[src/rtl/riscv_soft_host_master.sv]
// riscv_soft_host_master: byte-stream command bridge issuing single word reads/writes to a tile host port
module riscv_soft_host_master #(
  parameter int XPR_LEN = 32,
  parameter int TIMEOUT = 1024
) (
  input  logic               clk,
  input  logic               reset,
  input  logic               cmd_valid,
  output logic               cmd_ready,
  input  logic [7:0]         cmd_byte,
  output logic               rsp_valid,
  input  logic               rsp_ready,
  output logic [7:0]         rsp_byte,
  input  logic               host_req_ready,
  output logic               host_req_valid,
  output logic [1:0]         host_req_op,
  output logic [2:0]         host_req_op_type,
  output logic [XPR_LEN-1:0] host_req_addr,
  output logic [XPR_LEN-1:0] host_req_data,
  input  logic               host_resp_valid,
  input  logic [XPR_LEN-1:0] host_resp_data,
  output logic               busy
);
  localparam int TW = $clog2(TIMEOUT) + 1;
  localparam logic [1:0] OP_RD = 2'b01;
  localparam logic [1:0] OP_WR = 2'b10;
  localparam logic [XPR_LEN-1:0] RSP_ACK = XPR_LEN'(8'hA5);
  localparam logic [XPR_LEN-1:0] RSP_ERR = XPR_LEN'(8'hEE);
  typedef enum logic [2:0] {S_OPC, S_ADDR, S_DATA, S_REQ, S_WAIT, S_RESP} state_t;
  state_t             r_state;
  logic [1:0]         r_cnt;
  logic [TW-1:0]      r_tmo;
  logic [2:0]         r_left;
  logic [XPR_LEN-1:0] r_rsp;
  logic [1:0]         r_op;
  logic [XPR_LEN-1:0] r_addr;
  logic [XPR_LEN-1:0] r_data;
  logic               w_cmd_fire;
  logic               w_rsp_fire;
  assign cmd_ready        = (r_state == S_OPC) || (r_state == S_ADDR) || (r_state == S_DATA);
  assign rsp_valid        = r_state == S_RESP;
  assign rsp_byte         = r_rsp[7:0];
  assign host_req_valid   = r_state == S_REQ;
  assign host_req_op      = r_op;
  assign host_req_op_type = 3'b010;
  assign host_req_addr    = r_addr;
  assign host_req_data    = r_data;
  assign busy             = r_state != S_OPC;
  assign w_cmd_fire       = cmd_valid && cmd_ready;
  assign w_rsp_fire       = rsp_valid && rsp_ready;
  // frame parser, request issue, read wait with timeout, and response byte drain (bytes leave LSB first)
  always_ff @(posedge clk or negedge reset) begin
    if (!reset) begin
      r_state <= S_OPC;
      r_cnt   <= 2'd0;
      r_tmo   <= '0;
      r_left  <= 3'd0;
      r_rsp   <= '0;
      r_op    <= 2'b00;
      r_addr  <= '0;
      r_data  <= '0;
    end else begin
      case (r_state)
        S_OPC: if (w_cmd_fire) begin
          r_cnt <= 2'd0;
          if (cmd_byte == 8'h01 || cmd_byte == 8'h02) begin
            r_op    <= (cmd_byte == 8'h01) ? OP_WR : OP_RD;
            r_state <= S_ADDR;
          end else begin
            r_rsp   <= RSP_ERR;
            r_left  <= 3'd1;
            r_state <= S_RESP;
          end
        end
        S_ADDR: if (w_cmd_fire) begin
          r_addr <= {cmd_byte, r_addr[XPR_LEN-1:8]};
          r_cnt  <= r_cnt + 2'd1;
          if (r_cnt == 2'd3) r_state <= (r_op == OP_WR) ? S_DATA : S_REQ;
        end
        S_DATA: if (w_cmd_fire) begin
          r_data <= {cmd_byte, r_data[XPR_LEN-1:8]};
          r_cnt  <= r_cnt + 2'd1;
          if (r_cnt == 2'd3) r_state <= S_REQ;
        end
        S_REQ: if (host_req_ready) begin
          if (r_op == OP_WR) begin
            r_rsp   <= RSP_ACK;
            r_left  <= 3'd1;
            r_state <= S_RESP;
          end else begin
            r_tmo   <= '0;
            r_state <= S_WAIT;
          end
        end
        S_WAIT: if (host_resp_valid) begin
          r_rsp   <= host_resp_data;
          r_left  <= 3'd4;
          r_state <= S_RESP;
        end else if (r_tmo == TW'(TIMEOUT - 1)) begin
          r_rsp   <= RSP_ERR;
          r_left  <= 3'd1;
          r_state <= S_RESP;
        end else begin
          r_tmo <= r_tmo + TW'(1);
        end
        S_RESP: if (w_rsp_fire) begin
          r_rsp  <= r_rsp >> 8;
          r_left <= r_left - 3'd1;
          if (r_left == 3'd1) r_state <= S_OPC;
        end
        default: r_state <= S_OPC;
      endcase
    end
  end
endmodule

[config.mk]
export PLATFORM = sky130hd
export DESIGN_NAME = riscv_soft_host_master
export DESIGN_NICKNAME = d
export VERILOG_FILES = /design/src/rtl/riscv_soft_host_master.sv
export SDC_FILE = /design/constraint.sdc
export NUM_CORES = 1
export LEC_CHECK = 0
export ABC_AREA = 1
export CAP_MARGIN = 20
export CELL_PAD_IN_SITES_DETAIL_PLACEMENT = 1
export CELL_PAD_IN_SITES_GLOBAL_PLACEMENT = 2
export CORE_ASPECT_RATIO = 0.9
export CORE_UTILIZATION = 32
export DETAILED_ROUTE_END_ITERATION = 8
export PLACE_DENSITY = 0.84
export REMOVE_ABC_BUFFERS = 1
export SLEW_MARGIN = 20
export SYNTH_ARGS = -nofsm -noshare
export SYNTH_HDL_FRONTEND = slang
export SYNTH_SLANG_ARGS = --single-unit
[constraint.sdc]
create_clock -name clk -period 3.5 [get_ports clk]
set_input_delay 0.35 -clock clk [delete_from_list [all_inputs] [get_ports clk]]
set_output_delay 0.35 -clock clk [all_outputs]
set_load 0.02 [all_outputs]
-- Word-level counts from Yosys, hierarchy flattened
Index checks and enable logic that the tools add are counted.
- equal/unequal tests: 26
- reductions and logical operators: 18
- mux-type cells: 39
- add/subtract/negate cells: 3
- operator list (kind ; count):
    2-to-1 mux 32 bit ; 7
    case mux 32 bit (4 select lines) ; 1
    2-to-1 mux 3 bit ; 18
    2-to-1 mux 11 bit ; 4
    case mux 11 bit (2 select lines) ; 1
    case mux 3 bit (6 select lines) ; 1
    inequality test 2 bit (second input constant) ; 8
    inequality test 2 x 1 -> 1 bit (second input constant) ; 6
    case mux 3 bit (4 select lines) ; 1
    adder 11 x 1 -> 11 bit (second input constant) ; 1
    equality test 11 x 10 -> 1 bit (second input constant) ; 1
    AND reduction 9 bit ; 1
    equality test 8 x 1 -> 1 bit (second input constant) ; 1
    equality test 8 x 2 -> 1 bit (second input constant) ; 1
    AND reduction 7 bit ; 1
    equality test 3 x 1 -> 1 bit (second input constant) ; 2
    equality test 3 x 2 -> 1 bit (second input constant) ; 2
    equality test 3 bit (second input constant) ; 2
    2-to-1 mux 2 bit ; 3
    AND reduction 3 bit ; 2
    AND reduction 5 bit ; 1
    equality test 2 bit (second input constant) ; 2
    case mux 2 bit (2 select lines) ; 1
    AND reduction 2 bit ; 2
    11 further kinds ; 16
- register bits: 117
- input port bits: 46
- word-level logic and storage cells: 94
- output and inout port bits: 81

-- Depth between registers and ports, before layout
Gate-level depths: netlist of the first run.
- word-level depth: 6
- gate-level depth with buffers: 10
- mapped depth without buffers: 9

-- Least setup slack after synthesis of the first run
Ideal clock, no wire load.
- kind: flip-flop to flip-flop
- start point: register r_tmo[0]
- end point: register r_rsp[10]
- arrival: 1461 ps
- period minus slack after synthesis: 1584 ps
- buffers on the path: 1
- setup time: 123 ps
- required time: 3377 ps
- path slack: 1916 ps
- stages on the path, launching flop included: 10
- cell sequence: dfrtp_1 > ha_1 > inv_1 > nor2_1 > nand3_1 > nand2_2 > nand2_4 > clkbuf_2 > o21ai_0 > nand2_1
- word-level cells in the longest chain between the ends: 3
- RTL lines (what ; line ; source):
    start, declared ; 32 ; logic [TW-1:0] r_tmo;
    start signal, assigned ; 104 ; r_tmo <= r_tmo + TW'(1);
    equality test 11 x 10 -> 1 bit ; 99 ; end else if (r_tmo == TW'(TIMEOUT - 1)) begin
    inequality test 3 bit (no line) ; n/a ;
    AND reduction 7 bit (no line) ; n/a ;
    end signal, assigned ; 96 ; r_rsp <= host_resp_data;
    end signal, assigned ; 107 ; r_rsp <= r_rsp >> 8;
    end, declared ; 34 ; logic [XPR_LEN-1:0] r_rsp;
No other way between the ends.
A chain may end at the register's enable or synchronous reset.

-- Worst setup path in the final report of the first run
- start point: register r_state[0]
- end point: output busy
- word-level cells in the longest chain between the ends: 1
- RTL lines (what ; line ; source):
    start, declared ; 30 ; state_t r_state;
    start signal, assigned ; 78 ; if (r_cnt == 2'd3) r_state <= (r_op == OP_WR) ? S_DATA : S_REQ;
    nonzero test 3 bit ; 48 ; assign busy = r_state != S_OPC;
    end, declared ; 22 ; output logic busy
No other way between the ends.

==> run_summary.xml, run 1 <==
<?xml version="1.0" encoding="UTF-8"?>
<metrics>
  <group name="sta">
    <metric name="setup_viols_final" unit="">0</metric>
    <metric name="maxClockFrequency" unit="MHz">419</metric>
    <metric name="slew_violations" unit="">0</metric>
    <metric name="fin_worst_skew" unit="ns">0.00562</metric>
    <metric name="slew_headroom" unit="%">35.0</metric>
    <metric name="whs" unit="ns">0.0489</metric>
    <metric name="grt_setup_unrepaired" unit="">false</metric>
    <metric name="worst-slew-pin-transition" unit="ns">0.972</metric>
    <metric name="period_share" unit="%">68.2</metric>
    <metric name="finalWorstPathRequiredPeriod" unit="ns">2.39</metric>
    <metric name="report.final.hold_viol_count" unit="">0</metric>
    <metric name="final_critical_path_setup_slack" unit="ns">1.11</metric>
    <metric name="setup_tns" unit="ns">0</metric>
  </group>
  <group name="placed_design">
    <metric name="port_buffers" unit="">123</metric>
    <metric name="gp_routability_congestion" unit="">0.771</metric>
    <metric name="pre_cts_slack" unit="ns">1.05</metric>
    <metric name="detailed_place.area" unit="um2">6780</metric>
    <metric name="estimated_wirelength_of_the_detail_placed_design" unit="mm">10.2</metric>
  </group>
  <group name="routing">
    <metric name="pre_repair_dr_iteration_count" unit="">4</metric>
    <metric name="routedWlPerCell" unit="um">15.6</metric>
    <metric name="drc" unit="">0</metric>
    <metric name="antenna_violating_nets_post_route" unit="">0</metric>
    <metric name="drt_iter0_markers" unit="">174</metric>
    <metric name="wl" unit="mm">14.8</metric>
    <metric name="detailroute.via_count" unit="">4578</metric>
    <metric name="vias_per_cell" unit="">4.81</metric>
  </group>
  <group name="power_and_ir_drop">
    <metric name="power.ir.vdd_worst" unit="V">0.000412</metric>
    <metric name="netSwitchingFraction" unit="%">40.5</metric>
    <metric name="comb_pwr_share" unit="%">43.2</metric>
    <metric name="power_density" unit="nW/um2">986</metric>
    <metric name="power" unit="mW">7.30</metric>
    <metric name="switching_power" unit="mW">2.95</metric>
    <metric name="clock_share_of_power" unit="%">24.6</metric>
    <metric name="power_report.internal_total" unit="mW">4.34</metric>
    <metric name="leakagePower" unit="nW">3.51</metric>
    <metric name="sequentialPowerShare" unit="%">32.2</metric>
  </group>
  <group name="clocking">
    <metric name="max-clock-path-buffers" unit="">2</metric>
    <metric name="cts_tree" unit="">built</metric>
    <metric name="cts_resized" unit="">0</metric>
    <metric name="cts_post_setup_buffers_inserted" unit="">0</metric>
    <metric name="htree_num_levels" unit="">4</metric>
    <metric name="tritoncts.num_buffers" unit="">17</metric>
    <metric name="path_clk_slew" unit="ns">0.06</metric>
    <metric name="clock-sinks" unit="">117</metric>
    <metric name="cts_hold_buf" unit="">0</metric>
    <metric name="clk_latency_worst_skew_pair" unit="ns">0.41</metric>
    <metric name="clock_tree.root_cell" unit="">clkbuf_16</metric>
  </group>
  <group name="worst_setup_path">
    <metric name="worstSetupEndpointType" unit="">output port</metric>
    <metric name="worstSetupStartpointType" unit="">register</metric>
    <metric name="worstPathMaxFanout" unit="">7</metric>
    <metric name="worstPathArrival" unit="ns">2.04</metric>
    <metric name="worst_r2r_path_depth" unit="">9</metric>
    <metric name="crit_family" unit="">buffers and inverters</metric>
    <metric name="crit_cells" unit="">5</metric>
    <metric name="worst-r2r-setup-slack" unit="ns">1.28</metric>
    <metric name="critical_path.slowest_cell" unit="">clkdlybuf4s50_1</metric>
    <metric name="path_class" unit="">reg2out</metric>
    <metric name="critPathMaxStageDelay" unit="ns">0.55</metric>
    <metric name="worst-path-buf-inv" unit="">3</metric>
    <metric name="cp_data_required_time" unit="ns">3.15</metric>
    <metric name="r2r-end" unit="">r_rsp[2]$_DFFE_PN0P_</metric>
    <metric name="critical_path.reg2reg.startpoint" unit="">r_tmo[0]$_DFFE_PN0P_</metric>
    <metric name="path_cells" unit="">nor2_4 -&gt; inv_2 -&gt; nor2_1 -&gt; inv_1 -&gt; clkdlybuf4s50_1</metric>
  </group>
  <group name="synth">
    <metric name="post_synthesis_share_of_cell_area_spent_on_and_or_nand_and_nor_gates" unit="%">21.2</metric>
    <metric name="fraction_of_synthesized_cell_area_in_xor_and_xnor_cells" unit="%">0.961</metric>
    <metric name="yosysTopAreaCell" unit="">dfrtp_1</metric>
    <metric name="post-synth-top-area-fraction" unit="%">53.5</metric>
    <metric name="synth.distinct_cells" unit="">33</metric>
    <metric name="synth_compound_area_share" unit="%">12.4</metric>
    <metric name="main_combinational_cell_family_by_area_after_synthesis" unit="">simple AND/OR/NAND/NOR gates</metric>
    <metric name="post-synth-top-count-cell" unit="">nand2_1</metric>
    <metric name="synth.cells.most_frequent" unit="">180 x nand2_1, 117 x dfrtp_1, 64 x o21ai_0, 44 x inv_1, 43 x nor2_1</metric>
    <metric name="synth_edf_count" unit="">0</metric>
    <metric name="syn-mean-instance-area" unit="um2">8.78</metric>
    <metric name="syn_area" unit="um2">5470</metric>
    <metric name="ys_seq_elements" unit="">117</metric>
    <metric name="yosysSeqAreaShare" unit="%">53.5</metric>
    <metric name="number_of_instances_in_the_synthesized_netlist" unit="">623</metric>
    <metric name="top_cells_by_area_synth" unit="">dfrtp_1 54%, nand2_1 12%, o21ai_0 5.9%, mux2_2 3.3%, inv_1 3.0%</metric>
    <metric name="synth_async_sr_flop_share" unit="%">100</metric>
    <metric name="yosys_warning_total" unit="">0</metric>
    <metric name="dominantRegCellSynth" unit="">dfrtp_1</metric>
    <metric name="synth-adder-area-share" unit="%">0.915</metric>
    <metric name="synth.mux.area_fraction" unit="%">3.29</metric>
  </group>
  <group name="floorplanning">
    <metric name="initial_utilization" unit="%">33.3</metric>
    <metric name="floorplan.rows" unit="">44</metric>
    <metric name="top_level_pins" unit="">127</metric>
    <metric name="die-width" unit="um">140</metric>
    <metric name="core-area" unit="um2">16400</metric>
    <metric name="die_height" unit="um">126</metric>
    <metric name="fp.dieArea" unit="um2">17600</metric>
  </group>
  <group name="global_routing">
    <metric name="grtUsageTotal" unit="%">17.9</metric>
    <metric name="number_of_antenna_violations_at_the_first_check_in_global_routing" unit="">0</metric>
    <metric name="grt_pass1_wl" unit="mm">24.7</metric>
    <metric name="vias_in_the_first_global_route" unit="">4799</metric>
    <metric name="grt_overflow" unit="">0</metric>
    <metric name="maximum_number_of_pins_on_one_net_before_global_route_repair" unit="">66</metric>
  </group>
  <group name="finish">
    <metric name="antenna_cells_inserted" unit="">0</metric>
    <metric name="drive_above_1_share" unit="%">10.2</metric>
    <metric name="nets" unit="">782</metric>
    <metric name="final_design_area_no_fill" unit="um2">7400</metric>
    <metric name="area_delta_synth_final" unit="%">35.3</metric>
    <metric name="final.fill_count" unit="">1883</metric>
  </group>
  <group name="run">
    <metric name="drv.max_cap_violation_count" unit="">0</metric>
  </group>
  <group name="outcome">
    <metric name="run_status" unit="">completed</metric>
  </group>
  <group name="hold_path">
    <metric name="hold_class" unit="">in2async</metric>
  </group>
</metrics>
-- layout by cell type (no fill, tap or decap), types with 2 or more instances in the layout --
cell / instances
nand2_2: 3
clkdlybuf4s50_1: 122
nor2_2: 2
buf_4: 4
clkinvlp_4: 6
inv_1: 44
o22ai_1: 2
clkbuf_16: 17
nand2_1: 179
nand4_1: 2
a22o_1: 17
nor2_1: 43
conb_1: 3
clkinv_4: 4
xor2_1: 5
a21oi_1: 20
inv_2: 4
ha_1: 4
nand2_4: 5
mux2_2: 16
nand3_2: 2
o21ai_1: 18
nand3_1: 25
nor2_4: 4
o21ai_0: 64
bufinv_16: 3
dfrtp_1: 117
-- state kept, by name (all words and copies together), names as in the netlist --
| name | cells |
|---|---|
| host_req_addr | 32 |
| host_req_data | 32 |
| r_rsp | 32 |
| r_tmo | 11 |
| r_left | 3 |
| r_state | 3 |
| host_req_op | 2 |
| r_cnt | 2 |
-- per-layer routing --
layer | vias up | part of all wire (%) | global-route usage (%)
li1 | 2222 | - | -
met1 | 2225 | 49 | 24.1
met2 | 118 | 45 | 27.9
met3 | 13 | 4.9 | 4.75
met4 | 0 | 1.1 | 5.75
met5 | - | 0 | 0
-- worst max-delay path by stage --
stage                                 startpoint                            to  slack, ns
after global routing      r_state[0]$_DFFE_PN0P_                          busy       0.99
after detailed placement               cmd_valid  host_req_data[3]$_DFFE_PN0P_       1.05
after CTS                 r_state[0]$_DFFE_PN0P_                          busy       1.08
final                     r_state[0]$_DFFE_PN0P_                          busy       1.11
after global placement                 cmd_valid  host_req_data[4]$_DFFE_PN0P_       1.14
after floorplan           r_state[2]$_DFFE_PN0P_  host_req_addr[0]$_DFFE_PN0P_       1.18
-- final cells by class --
| type | instances | area [um2] | share of cell area (%) |
|---|---|---|---|
| flip-flops and latches | 117 | 2930 | 39.6 |
| multi-input cells | 420 | 2140 | 28.9 |
| repair buffers | 127 | 1270 | 17.2 |
| clock buffers | 18 | 439 | 5.93 |
| well taps | 207 | 259 | 3.50 |
| inverters | 49 | 184 | 2.49 |
| clock inverters | 14 | 179 | 2.42 |
-- stage by stage --
stage	util, %	std cells
after global routing	45.1	952
after floorplan	-	586
after CTS	45.1	952
after detailed placement	41.3	920
after global placement	41.3	920
final	45.1	952
-- power groups by stage --
stage	combinational (mW)	clock [mW]	sequential, mW
after global placement	3.09	0	2.33
after detailed placement	3.19	0	2.37
after floorplan	1.32	0	2.75
final	3.15	1.80	2.35
after CTS	3.19	1.84	2.36
after global routing	3.44	1.90	2.43
-- logic make-up (layout without fill, tap and decap cells) --
kind of cell,count (synthesis),in the layout
flip-flops,117,117
other,2,3
buffers and inverters,87,208
AO/OA/AOI/OAI,122,122
adder cells (fa/ha/maj),4,4
AND/OR/NAND/NOR,269,269
XOR/XNOR,6,6
multiplexers,16,16
Power figures use the tool's default switching activity.
==> run 2, diff against run 1 <==
Settings changed: CORE_UTILIZATION 32 to 30, PLACE_DENSITY 0.84 to 0.8.
Clock period 3.5 ns to 2.4 ns, I/O delays scaled along.
==> run 2 against run 1 <==
Power increased by 46%. Clock power up 37%. Combinational power is 51% higher. Cell count increased by 4.4%. Largest cell class unchanged. Worst hold slack improved by 0.30 ns. First-iteration DRC count increased by 9.8%. Sequential power increased by 46%. Global-route usage down 0.47 points. Critical endpoint is now rsp_valid. Highest routed layer unchanged.
==> run_summary.xml, run 2 (synthesis gave the netlist of run 1 again) <==
<?xml version="1.0" encoding="UTF-8"?>
<metrics>
  <group name="routing">
    <metric name="wl" unit="mm">15.3</metric>
    <metric name="drc" unit="">0</metric>
    <metric name="routedWlPerCell" unit="um">15.4</metric>
    <metric name="vias_per_cell" unit="">4.62</metric>
    <metric name="drt_iter0_markers" unit="">191</metric>
    <metric name="antenna_violating_nets_post_route" unit="">0</metric>
    <metric name="pre_repair_dr_iteration_count" unit="">4</metric>
    <metric name="detailroute.via_count" unit="">4595</metric>
  </group>
  <group name="clocking">
    <metric name="htree_num_levels" unit="">4</metric>
    <metric name="tritoncts.num_buffers" unit="">17</metric>
    <metric name="path_clk_slew" unit="ns">0.06</metric>
    <metric name="clk_latency_worst_skew_pair" unit="ns">0.42</metric>
    <metric name="clock_tree.root_cell" unit="">clkbuf_16</metric>
    <metric name="clock-sinks" unit="">117</metric>
    <metric name="max-clock-path-buffers" unit="">2</metric>
    <metric name="cts_tree" unit="">built</metric>
  </group>
  <group name="worst_setup_path">
    <metric name="worst-path-buf-inv" unit="">3</metric>
    <metric name="crit_path_end" unit="">rsp_valid</metric>
    <metric name="critPathMaxStageDelay" unit="ns">0.65</metric>
    <metric name="path_cells" unit="">inv_2 -&gt; nand3_2 -&gt; inv_2 -&gt; clkdlybuf4s50_1</metric>
    <metric name="worstPathArrival" unit="ns">2.06</metric>
    <metric name="critPathMostFrequentCell" unit="">inv_2</metric>
    <metric name="crit_family" unit="">buffers and inverters</metric>
    <metric name="worst-r2r-setup-slack" unit="ns">0.38</metric>
    <metric name="critical_path.reg2reg.startpoint" unit="">r_state[0]$_DFFE_PN0P_</metric>
    <metric name="r2r-end" unit="">r_rsp[9]$_DFFE_PN0P_</metric>
    <metric name="critical_path.slowest_cell" unit="">clkdlybuf4s50_1</metric>
    <metric name="cp-startpoint" unit="">r_state[1]$_DFFE_PN0P_</metric>
    <metric name="worstPathMaxFanout" unit="">7</metric>
    <metric name="worst_r2r_path_depth" unit="">9</metric>
    <metric name="worstSetupEndpointType" unit="">output port</metric>
    <metric name="cp_data_required_time" unit="ns">2.16</metric>
    <metric name="worstSetupStartpointType" unit="">register</metric>
    <metric name="crit_cells" unit="">4</metric>
    <metric name="path_class" unit="">reg2out</metric>
  </group>
  <group name="global_routing">
    <metric name="vias_in_the_first_global_route" unit="">4595</metric>
    <metric name="maximum_number_of_pins_on_one_net_before_global_route_repair" unit="">57</metric>
    <metric name="grt_pass1_wl" unit="mm">24.7</metric>
    <metric name="number_of_antenna_violations_at_the_first_check_in_global_routing" unit="">0</metric>
    <metric name="grtUsageTotal" unit="%">17.4</metric>
    <metric name="grt_overflow" unit="">0</metric>
  </group>
  <group name="placed_design">
    <metric name="numPlacedInstances" unit="">959</metric>
    <metric name="gp_routability_congestion" unit="">0.805</metric>
    <metric name="detailed_place.area" unit="um2">6890</metric>
    <metric name="port_buffers" unit="">123</metric>
    <metric name="pre_cts_slack" unit="ns">0.383</metric>
    <metric name="estimated_wirelength_of_the_detail_placed_design" unit="mm">10.8</metric>
  </group>
  <group name="sta">
    <metric name="final_critical_path_setup_slack" unit="ns">0.0964</metric>
    <metric name="setup_tns" unit="ns">0</metric>
    <metric name="slew_headroom" unit="%">65.6</metric>
    <metric name="period_share" unit="%">96.0</metric>
    <metric name="whs" unit="ns">0.352</metric>
    <metric name="setup_viols_final" unit="">0</metric>
    <metric name="report.final.hold_viol_count" unit="">0</metric>
    <metric name="grt_setup_unrepaired" unit="">false</metric>
    <metric name="worst-slew-pin-transition" unit="ns">0.516</metric>
    <metric name="slew_violations" unit="">0</metric>
    <metric name="maxClockFrequency" unit="MHz">434</metric>
    <metric name="finalWorstPathRequiredPeriod" unit="ns">2.30</metric>
    <metric name="fin_worst_skew" unit="ns">0.00695</metric>
  </group>
  <group name="finish">
    <metric name="final_design_area_no_fill" unit="um2">7490</metric>
    <metric name="nets" unit="">791</metric>
    <metric name="layout.cells.non_filler" unit="">994</metric>
    <metric name="drive_above_1_share" unit="%">11.4</metric>
    <metric name="mostFrequentLayoutCells" unit="">179 x nand2_1, 122 x clkdlybuf4s50_1, 115 x dfrtp_1</metric>
    <metric name="area_delta_synth_final" unit="%">37.0</metric>
    <metric name="antenna_cells_inserted" unit="">0</metric>
    <metric name="layout_commonest_cell" unit="">nand2_1</metric>
  </group>
  <group name="floorplanning">
    <metric name="die-width" unit="um">144</metric>
    <metric name="floorplan.rows" unit="">46</metric>
    <metric name="die_height" unit="um">130</metric>
    <metric name="top_level_pins" unit="">127</metric>
    <metric name="core-area" unit="um2">17700</metric>
    <metric name="fp.dieArea" unit="um2">18800</metric>
    <metric name="initial_utilization" unit="%">30.9</metric>
  </group>
  <group name="run">
    <metric name="drv.max_cap_violation_count" unit="">0</metric>
  </group>
  <group name="power_and_ir_drop">
    <metric name="power_density" unit="nW/um2">1420</metric>
    <metric name="leakagePower" unit="nW">3.55</metric>
    <metric name="power.ir.vdd_worst" unit="V">0.000648</metric>
  </group>
  <group name="outcome">
    <metric name="run_status" unit="">completed</metric>
  </group>
  <group name="hold_path">
    <metric name="hold_class" unit="">in2async</metric>
  </group>
</metrics>
==> run 2: cell types whose count changed in the layout (fill, tap and decap cells not counted), sizes merged <==
| cell | change |
|---|---|
| buf | +8 |
| inv | +5 |
| bufinv | -2 |
| clkinvlp | -2 |
| clkbuf | -1 |
| dlygate4sd3 | +1 |
==> run 2: power by group <==
group / switching (mW) / internal (mW)
sequential: 0.626 / 2.81
combinational: 2.78 / 1.97
clock: 1.01 / 1.44
total: 4.42 / 6.22
==> run 2: final cells by class <==
cell class | count | area (um2)
fill | 2115 | 10200
sequential | 117 | 2930
multi-input combinational | 420 | 2140
timing repair buffer | 136 | 1370
clock buffer | 17 | 425
tap | 240 | 300
inverter | 49 | 184
clock inverter | 15 | 144
==> run 2: worst min-delay path by stage <==
stage                             startpoint                       endpoint  slack (ns)  depth (start not counted)
after floorplan                        reset   host_req_addr[0]$_DFFE_PN0P_       -0.06                          0
after global placement                 reset   host_req_data[4]$_DFFE_PN0P_        0.24                          1
after detailed placement               reset   host_req_data[4]$_DFFE_PN0P_        0.25                          1
after CTS                              reset  host_req_data[13]$_DFFE_PN0P_        0.33                          2
after global routing      host_resp_data[29]          r_rsp[29]$_DFFE_PN0P_        0.36                          3
final                                  reset   host_req_data[6]$_DFFE_PN0P_        0.35                          2
==> run 2: timing repair <==
item / in CTS / in global routing
buffers inserted: 0 / 2
pin swaps: 0 / 1
hold buffers: 1 / 0
endpoints found under the setup margin: 1 / 2
resized for setup: 1 / 1
hold endpoints to repair: 37 / 0
==> run 2: metrics by stage <==
stage / total power, mW / utilization (%)
finish: 10.6 / 42.3
CTS: 10.8 / 42.2
floorplan: 5.92 / -
global placement: 8.04 / 38.9
global route: 11.3 / 42.3
detailed placement: 8.21 / 38.9
==> run 2: per-layer routing <==
layer	up-vias	part of all wire, %	track usage, %
met1	2230	50	24.3
met2	107	45	26.4
met4	0	1.4	6.87
met5	-	0	0
li1	2242	-	-
met3	16	4.1	3.45
